`config.mk`:
```
export PLATFORM = sky130hd
export DESIGN_NAME = gen_pad_reader
export DESIGN_NICKNAME = d
export VERILOG_FILES = /design/src/rtl/gen_pad_reader.sv
export SDC_FILE = /design/constraint.sdc
export NUM_CORES = 1
export LEC_CHECK = 0
export ABC_AREA = 1
export BUFFER_PORTS_ARGS = -buffer_cell sky130_fd_sc_hd__buf_2
export CORE_MARGIN = 1
export CORE_UTILIZATION = 61
export DETAILED_ROUTE_END_ITERATION = 16
export PLACE_DENSITY_LB_ADDON = 0.1
export REMOVE_ABC_BUFFERS = 1
export SLEW_MARGIN = 10
export SYNTH_ARGS = -nofsm -noshare
export SYNTH_HDL_FRONTEND = slang
export SYNTH_SLANG_ARGS = --single-unit
```
`constraint.sdc`:
```
create_clock -name CLK -period 3.4 [get_ports CLK]
set_input_delay 0.85 -clock CLK [delete_from_list [all_inputs] [get_ports CLK]]
set_output_delay 0.85 -clock CLK [all_outputs]
set_load 0.02 [all_outputs]
```
`src/rtl/gen_pad_reader.sv`:
```
// Host-side reader for a Mega Drive 3/6-button pad on a DB9/SNAC port.
// Drives TH through an 8-phase scan, samples the pad lines at the end of
// each phase, detects pad presence and the 6-button ID, and publishes one
// button word per scan together with a single-cycle VALID strobe.
module gen_pad_reader #(
  parameter int PHASE_LEN = 16,
  parameter int IDLE_LEN  = 16000
) (
  input  logic        CLK,
  input  logic        RESET,
  input  logic        CE,
  input  logic        EN,
  input  logic [5:0]  PAD_IN,
  output logic        TH,
  output logic [11:0] BUTTONS,
  output logic        PRESENT,
  output logic        SIX,
  output logic        VALID
);

  localparam int TICK_W = (PHASE_LEN > 1) ? $clog2(PHASE_LEN) : 1;
  localparam int IDLE_W = (IDLE_LEN > 1) ? $clog2(IDLE_LEN) : 1;
  localparam logic [TICK_W-1:0] TICK_LAST = TICK_W'(PHASE_LEN - 1);
  localparam logic [IDLE_W-1:0] IDLE_LAST = IDLE_W'(IDLE_LEN - 1);

  typedef enum logic [1:0] {
    ST_IDLE   = 2'd0,
    ST_SCAN   = 2'd1,
    ST_COMMIT = 2'd2
  } state_t;

  state_t              state_reg, state_next;
  logic [TICK_W-1:0]   tick_reg, tick_next;
  logic [2:0]          phase_reg, phase_next;
  logic [IDLE_W-1:0]   idle_reg, idle_next;
  logic [11:0]         shadow_reg, shadow_next;
  logic                pres_reg, pres_next;
  logic                six_reg, six_next;
  logic                th_reg, th_next;
  logic [11:0]         buttons_reg, buttons_next;
  logic                present_reg, present_next;
  logic                six_out_reg, six_out_next;

  logic [5:0]          pad_meta_reg, pad_sync_reg;
  logic [5:0]          s;

  // Pad lines are asynchronous to CLK; two flops before any use.
  // Released (unpressed) lines idle high, so that is the reset value.
  always_ff @(posedge CLK or posedge RESET) begin
    if (RESET) begin
      pad_meta_reg <= 6'h3F;
      pad_sync_reg <= 6'h3F;
    end else begin
      pad_meta_reg <= PAD_IN;
      pad_sync_reg <= pad_meta_reg;
    end
  end

  // Active-high view of the synchronised lines (low on the wire = pressed).
  assign s = ~pad_sync_reg;

  // Scan sequencing, per-phase sampling and result publication.
  // Results are loaded on the way into COMMIT so they are already stable
  // during the cycle in which VALID is high.
  always_comb begin
    state_next   = state_reg;
    tick_next    = tick_reg;
    phase_next   = phase_reg;
    idle_next    = idle_reg;
    shadow_next  = shadow_reg;
    pres_next    = pres_reg;
    six_next     = six_reg;
    th_next      = th_reg;
    buttons_next = buttons_reg;
    present_next = present_reg;
    six_out_next = six_out_reg;
    VALID        = 1'b0;

    case (state_reg)
      ST_IDLE: begin
        th_next = 1'b1;
        if (CE) begin
          if (!EN) begin
            idle_next = '0;
          end else if (idle_reg == IDLE_LAST) begin
            state_next  = ST_SCAN;
            tick_next   = '0;
            phase_next  = 3'd0;
            idle_next   = '0;
            shadow_next = 12'h000;
            pres_next   = 1'b0;
            six_next    = 1'b0;
          end else begin
            idle_next = idle_reg + IDLE_W'(1);
          end
        end
      end

      ST_SCAN: begin
        if (CE) begin
          if (!EN) begin
            // Abort: nothing is published, previous outputs stay.
            state_next = ST_IDLE;
            idle_next  = '0;
            th_next    = 1'b1;
          end else if (tick_reg == TICK_LAST) begin
            case (phase_reg)
              3'd0: begin
                shadow_next[6] = s[5];
                shadow_next[5] = s[4];
                shadow_next[3] = s[3];
                shadow_next[2] = s[2];
                shadow_next[1] = s[1];
                shadow_next[0] = s[0];
              end
              3'd1: begin
                shadow_next[7] = s[5];
                shadow_next[4] = s[4];
                pres_next      = (pad_sync_reg[3:2] == 2'b00);
              end
              3'd5: begin
                six_next = pres_reg & (pad_sync_reg[3:0] == 4'b0000);
              end
              3'd6: begin
                if (six_reg) begin
                  shadow_next[6]  = s[5];
                  shadow_next[5]  = s[4];
                  shadow_next[8]  = s[3];
                  shadow_next[9]  = s[2];
                  shadow_next[10] = s[1];
                  shadow_next[11] = s[0];
                end
              end
              default: begin
              end
            endcase

            tick_next = '0;
            if (phase_reg == 3'd7) begin
              state_next   = ST_COMMIT;
              th_next      = 1'b1;
              present_next = pres_reg;
              six_out_next = six_reg;
              if (!pres_reg) begin
                buttons_next = 12'h000;
              end else if (six_reg) begin
                buttons_next = shadow_reg;
              end else begin
                buttons_next = {4'b0000, shadow_reg[7:0]};
              end
            end else begin
              phase_next = phase_reg + 3'd1;
              // Next phase is even (TH high) exactly when this one is odd.
              th_next    = phase_reg[0];
            end
          end else begin
            tick_next = tick_reg + TICK_W'(1);
          end
        end
      end

      ST_COMMIT: begin
        th_next = 1'b1;
        if (CE) begin
          VALID      = 1'b1;
          state_next = ST_IDLE;
          idle_next  = '0;
        end
      end

      default: begin
        state_next = ST_IDLE;
        idle_next  = '0;
        th_next    = 1'b1;
      end
    endcase
  end

  // State, counters, shadow and published outputs.
  always_ff @(posedge CLK or posedge RESET) begin
    if (RESET) begin
      state_reg   <= ST_IDLE;
      tick_reg    <= '0;
      phase_reg   <= 3'd0;
      idle_reg    <= '0;
      shadow_reg  <= 12'h000;
      pres_reg    <= 1'b0;
      six_reg     <= 1'b0;
      th_reg      <= 1'b1;
      buttons_reg <= 12'h000;
      present_reg <= 1'b0;
      six_out_reg <= 1'b0;
    end else begin
      state_reg   <= state_next;
      tick_reg    <= tick_next;
      phase_reg   <= phase_next;
      idle_reg    <= idle_next;
      shadow_reg  <= shadow_next;
      pres_reg    <= pres_next;
      six_reg     <= six_next;
      th_reg      <= th_next;
      buttons_reg <= buttons_next;
      present_reg <= present_next;
      six_out_reg <= six_out_next;
    end
  end

  assign TH      = th_reg;
  assign BUTTONS = buttons_reg;
  assign PRESENT = present_reg;
  assign SIX     = six_out_reg;

endmodule

```
==> results of run 1 <==
stage by stage:
stage / utilization, % / std cells / instance area [um2]
2_1_floorplan: - / 366 / 3090
3_3_place_gp: 68.8 / 460 / 3310
3_5_place_dp: 68.8 / 460 / 3310
4_1_cts: 73.5 / 476 / 3540
5_1_grt: 73.5 / 476 / 3540
6_report: 73.5 / 476 / 3540
cells by family (layout without fill, tap and decap cells):
group,Yosys count,count (layout),share of synthesized area [%]
buffers and inverters,45,82,5.81
AOI/OAI and AO/OA,32,32,5.81
DFF,64,64,51.8
xor gates and xnor gates,10,10,2.80
and+or+nand+nor,214,214,31.0
adders and majority gates,7,7,2.80
metal layers:
metal | up-vias | GRT usage [%]
li1 | 1253 | -
met1 | 1132 | 33.3
met2 | 57 | 39.8
met3 | 13 | 6.86
met4 | 0 | 11.8
met5 | - | 0
worst max-delay path, cell delays in order:
cell and delay, ns:
buf_2 0.12, inv_2 0.09, nor3_1 0.12, buf_2 0.18
placed cells by master, fill, tap and decap left out, drive strengths merged, types with 4 or more instances in the layout:
cell type / netlist / final
nand2: 118 / 118
dfrtp: 51 / 51
nor2: 45 / 45
inv: 39 / 41
o21ai: 29 / 29
buf: 5 / 27
nand3: 22 / 22
nand4: 21 / 21
dfstp: 13 / 13
clkbuf: 1 / 9
xor2: 8 / 8
ha: 7 / 7
nor3: 4 / 4
final cells by class:
type | count | area share, %
Clock buffer | 9 | 3.50
Clock inverter | 7 | 2.90
Inverter | 39 | 4.14
Multi-Input combinational cell | 263 | 37.4
Sequential cell | 64 | 45.7
Tap cell | 67 | 2.37
Timing Repair Buffer | 27 | 3.96
power breakdown:
| group | total, uW | internal (uW) | switching [uW] |
|---|---|---|---|
| clock | 740 | 420 | 321 |
| sequential | 959 | 868 | 91.0 |
| combinational | 425 | 124 | 302 |
worst max-delay path by stage:
| stage | to | slack, ns | depth (start not counted) |
|---|---|---|---|
| after floorplan | BUTTONS[0] | 0.97 | 1 |
| after global placement | VALID | 1.19 | 4 |
| after detailed placement | VALID | 1.18 | 4 |
| after CTS | VALID | 1.18 | 4 |
| after global routing | VALID | 1.14 | 4 |
| final | VALID | 1.19 | 4 |
==> results.yml, run 1 <==
sta:
  tightest_slew_ns: 0.718
  hold_viol: 0
  fin_worst_skew_ns: 0.00834
  relSlewSlack_pct: 52.1
  slew_violations: 0
  setup-violations-final: 0
  rsz0062_at_grt: "no"
  fin_crit_sh_pct: 65.0
  setup_ws_ns: 1.19
  setup_tns_ns: 0
  fin_crit_ns: 2.21
  whs_ns: 0.352
  fmax_mhz: 453
placed_design:
  io_buffers: 25
  dp_slack_ns: 1.18
  dp_hpwl_um: 4280
  gp_congestion: 0.899
critical_path:
  critPathLaunch: "CE"
  r2r_start: "phase_reg[0]"
  reg2reg_slack_ns: 1.37
  r2r_end: "SIX"
  critPathRequiredTime_ns: 2.55
  cp.arrival_ns: 1.36
  end_kind: "output port"
  path_max_fanout: 7
  critPathKind: "in -> out"
  worstSetupStartpointType: "primary input"
  r2r_cells: 6
worst_hold_path:
  whs_endpoint: "pad_sync_reg[5]"
  min_path_type: "reg -> reg"
  hold-path-cell-count: 0
  hold_path_startpoint: "pad_meta_reg[5]"
clock_tree:
  numCtsBuffers: 9
  post_cts_buffers: 0
  clock_sinks: 64
  clkTransAtPathRegs_ns: 0.08
  hold_buffers: 0
  cts-root-buf: "clkbuf_8"
  cts_tree: "yes"
  cts.repair.resized: 0
  clock_latency_ns: 0.35
  clk_path_buf_depth: 2
  h-tree-depth: 3
synthesis:
  seq_area_frac_synth_pct: 51.8
  ys_ff_latch: 64
  syn_area_per_cell_um2: 8.40
  netlist_area_um2: 3120
  syn_inst: 372
  synth_top_area_share_pct: 40.9
  yosysWarnings: 0
  synth_edf_count: 0
  synth_common_cells: "115 x nand2_1, 51 x dfrtp_1, 40 x nor2_1"
  synthArstFlopShare_pct: 100
  synth.most_common_cell: "nand2_1"
  synth_cell_types: 31
  yosys.area.top_type: "dfrtp_1"
  synthFlopType: "dfrtp_1"
  synth_area_leaders: "dfrtp_1 41%, nand2_1 14%, dfstp_2 11%, nor2_1 4.8%, inv_1 4.0%"
floorplanning:
  core-area_um2: 4820
  initial_core_util_pct: 64.8
  fp-row-count: 25
  fp.dieArea_um2: 5410
  die_w_um: 73.6
  die_h_um: 73.6
  ios: 26
global_route:
  grt_pass1_vias: 2254
  grt_max_degree: 36
  gr-total-overflow: 0
  grt_antenna_before_repair: 0
  grt.total_usage_pct: 25.5
  grt_pass1_wl_um: 10100
finish:
  antennaDiodeCount: 0
  multi_input_area_um2: 1320
  fin_nets: 421
  largest_reg_flops: 14
  layout-drive-gt1-share_pct: 19.3
  syn_to_final_growth_pct: 13.3
  n_fill_cell: 409
  ff_latch_area_um2: 1620
detailed_routing:
  vias_per_cell: 5.16
  wl_met2_um: 2910
  dr.pass1.iters: 4
  drt_iter0_drc: 221
  wl_met1_um: 2860
  ant_nets: 0
  wl_met3_um: 267
  wl_per_cell_um: 12.9
  remaining_drc_errors: 0
  postRouteWirelength_um: 6140
  top_layer: "met4"
  routed-via-count: 2455
flow_run:
  cap_violations: 0
power_and_ir_drop:
  p_leak_uw: 0.00174
  p_total_uw: 2130
  ir_drop_uv: 478
  p_per_area_nw_per_um2: 601
run_status:
  status: "complete, no violations"
Power figures use the tool's default switching activity.
==> run 2, diff against run 1 <==
--- a/config.mk
+++ b/config.mk
@@ -8,7 +8,7 @@
 export ABC_AREA = 1
 export BUFFER_PORTS_ARGS = -buffer_cell sky130_fd_sc_hd__buf_2
 export CORE_MARGIN = 1
-export CORE_UTILIZATION = 61
+export CORE_UTILIZATION = 59
 export DETAILED_ROUTE_END_ITERATION = 16
 export PLACE_DENSITY_LB_ADDON = 0.1
 export REMOVE_ABC_BUFFERS = 1
==> constraint.sdc (replaced) <==
create_clock -name CLK -period 2.3 [get_ports CLK]
set_input_delay 0.575 -clock CLK [delete_from_list [all_inputs] [get_ports CLK]]
set_output_delay 0.575 -clock CLK [all_outputs]
set_load 0.02 [all_outputs]
==> results.yml, run 2 (synthesis results as in run 1) <==
finish:
  syn_to_final_growth_pct: 12.9
  layout_common_cells: "115 x nand2_1, 51 x dfrtp_1, 40 x nor2_1"
  fin_nets: 421
  antennaDiodeCount: 0
  final_common_cell: "nand2_1"
  largest_reg_flops: 14
  finalNonFillerCells: 479
  layout-drive-gt1-share_pct: 19.1
power_and_ir_drop:
  ir_drop_uv: 553
  p_leak_uw: 0.00173
  p_per_area_nw_per_um2: 855
floorplanning:
  fp.dieArea_um2: 5590
  die_h_um: 74.8
  core-area_um2: 5110
  fp-row-count: 26
  die_w_um: 74.8
  initial_core_util_pct: 61.1
  ios: 26
detailed_routing:
  routed-via-count: 2471
  ant_nets: 0
  wl_per_cell_um: 12.3
  postRouteWirelength_um: 5870
  dr.pass1.iters: 4
  remaining_drc_errors: 0
  drt_iter0_drc: 128
  vias_per_cell: 5.16
placed_design:
  dp.cells: 463
  dp_hpwl_um: 4250
  gp_congestion: 0.824
  io_buffers: 25
worst_hold_path:
  min_path_type: "in -> async"
sta:
  setup-violations-final: 0
  slew_violations: 0
  fin_crit_ns: 1.95
  rsz0062_at_grt: "no"
  fin_worst_skew_ns: 0.00823
  fin_crit_sh_pct: 84.8
  tightest_slew_ns: 0.533
  fmax_mhz: 513
  setup_tns_ns: 0
  hold_viol: 0
  relSlewSlack_pct: 64.4
critical_path:
  path_max_fanout: 7
  r2r_cells: 6
  critPathLaunch: "state_reg[1]"
  critPathRequiredTime_ns: 1.73
  r2r_end: "BUTTONS[5]"
  cp.arrival_ns: 1.38
  reg2reg_slack_ns: 0.42
  r2r_start: "phase_reg[0]"
  end_kind: "output port"
  critPathKind: "reg -> out"
  worstSetupStartpointType: "register"
clock_tree:
  cts-root-buf: "clkbuf_8"
  numCtsBuffers: 9
  cts_tree: "yes"
  clkTransAtPathRegs_ns: 0.07
  clock_sinks: 64
  h-tree-depth: 3
  post_cts_buffers: 0
  cts.repair.resized: 0
  clock_latency_ns: 0.34
  clk_path_buf_depth: 2
  hold_buffers: 0
global_route:
  grt_pass1_wl_um: 9960
  grt_max_degree: 35
  grt_pass1_vias: 2274
  gr-total-overflow: 0
  grt_antenna_before_repair: 0
  grt.total_usage_pct: 24.4
flow_run:
  cap_violations: 0
run_status:
  status: "complete, no violations"
[run 2: layout make-up]
cell class / instances / area (um2)
clock buffers: 13 / 191
clock inverters: 3 / 20.0
fillers: 425 / 1580
inverters: 39 / 146
multi-input cells: 263 / 1320
flip-flops and latches: 64 / 1620
well taps: 70 / 87.6
repair buffers: 27 / 140
[run 2: critical path, cell delays in order (launching register included)]
cell	delay, ns
dfrtp_1	0.46
inv_2	0.13
nor3_1	0.23
buf_2	0.21
[run 2: how the worst max path moves through the flow]
stage / slack, ns / endpoint
3_5_place_dp: 0.40 / BUTTONS[5]
3_3_place_gp: 0.47 / BUTTONS[1]
4_1_cts: 0.33 / VALID
2_1_floorplan: 0.15 / BUTTONS[0]
5_1_grt: 0.18 / BUTTONS[5]
6_report: 0.35 / VALID
[run 2: metal layers]
| layer | vias to the layer above | routed length, um | track usage (%) |
|---|---|---|---|
| met3 | 10 | 199 | 6.43 |
| li1 | 1253 | - | - |
| met2 | 44 | 2850 | 40.7 |
| met5 | - | 0 | 0 |
| met1 | 1164 | 2720 | 29.8 |
| met4 | 0 | 104 | 10.7 |
[run 2: metrics by stage]
step	setup slack, ns	area [um2]	util, %	total power (uW)	hold WS [ns]
2_1_floorplan	0.148	3090	-	1880	0.345
3_3_place_gp	0.473	3320	64.9	2030	0.346
3_5_place_dp	0.404	3320	64.9	2050	0.347
4_1_cts	0.335	3530	69.1	3040	0.305
5_1_grt	0.183	3530	69.1	3210	0.306
6_report	0.349	3530	69.1	3010	0.302
[run 2: where the power goes]
part | internal, uW | switching [uW] | total [uW]
Sequential | 1280 | 127 | 1410
Combinational | 184 | 442 | 626
Clock | 550 | 426 | 976
Total | 2020 | 995 | 3010
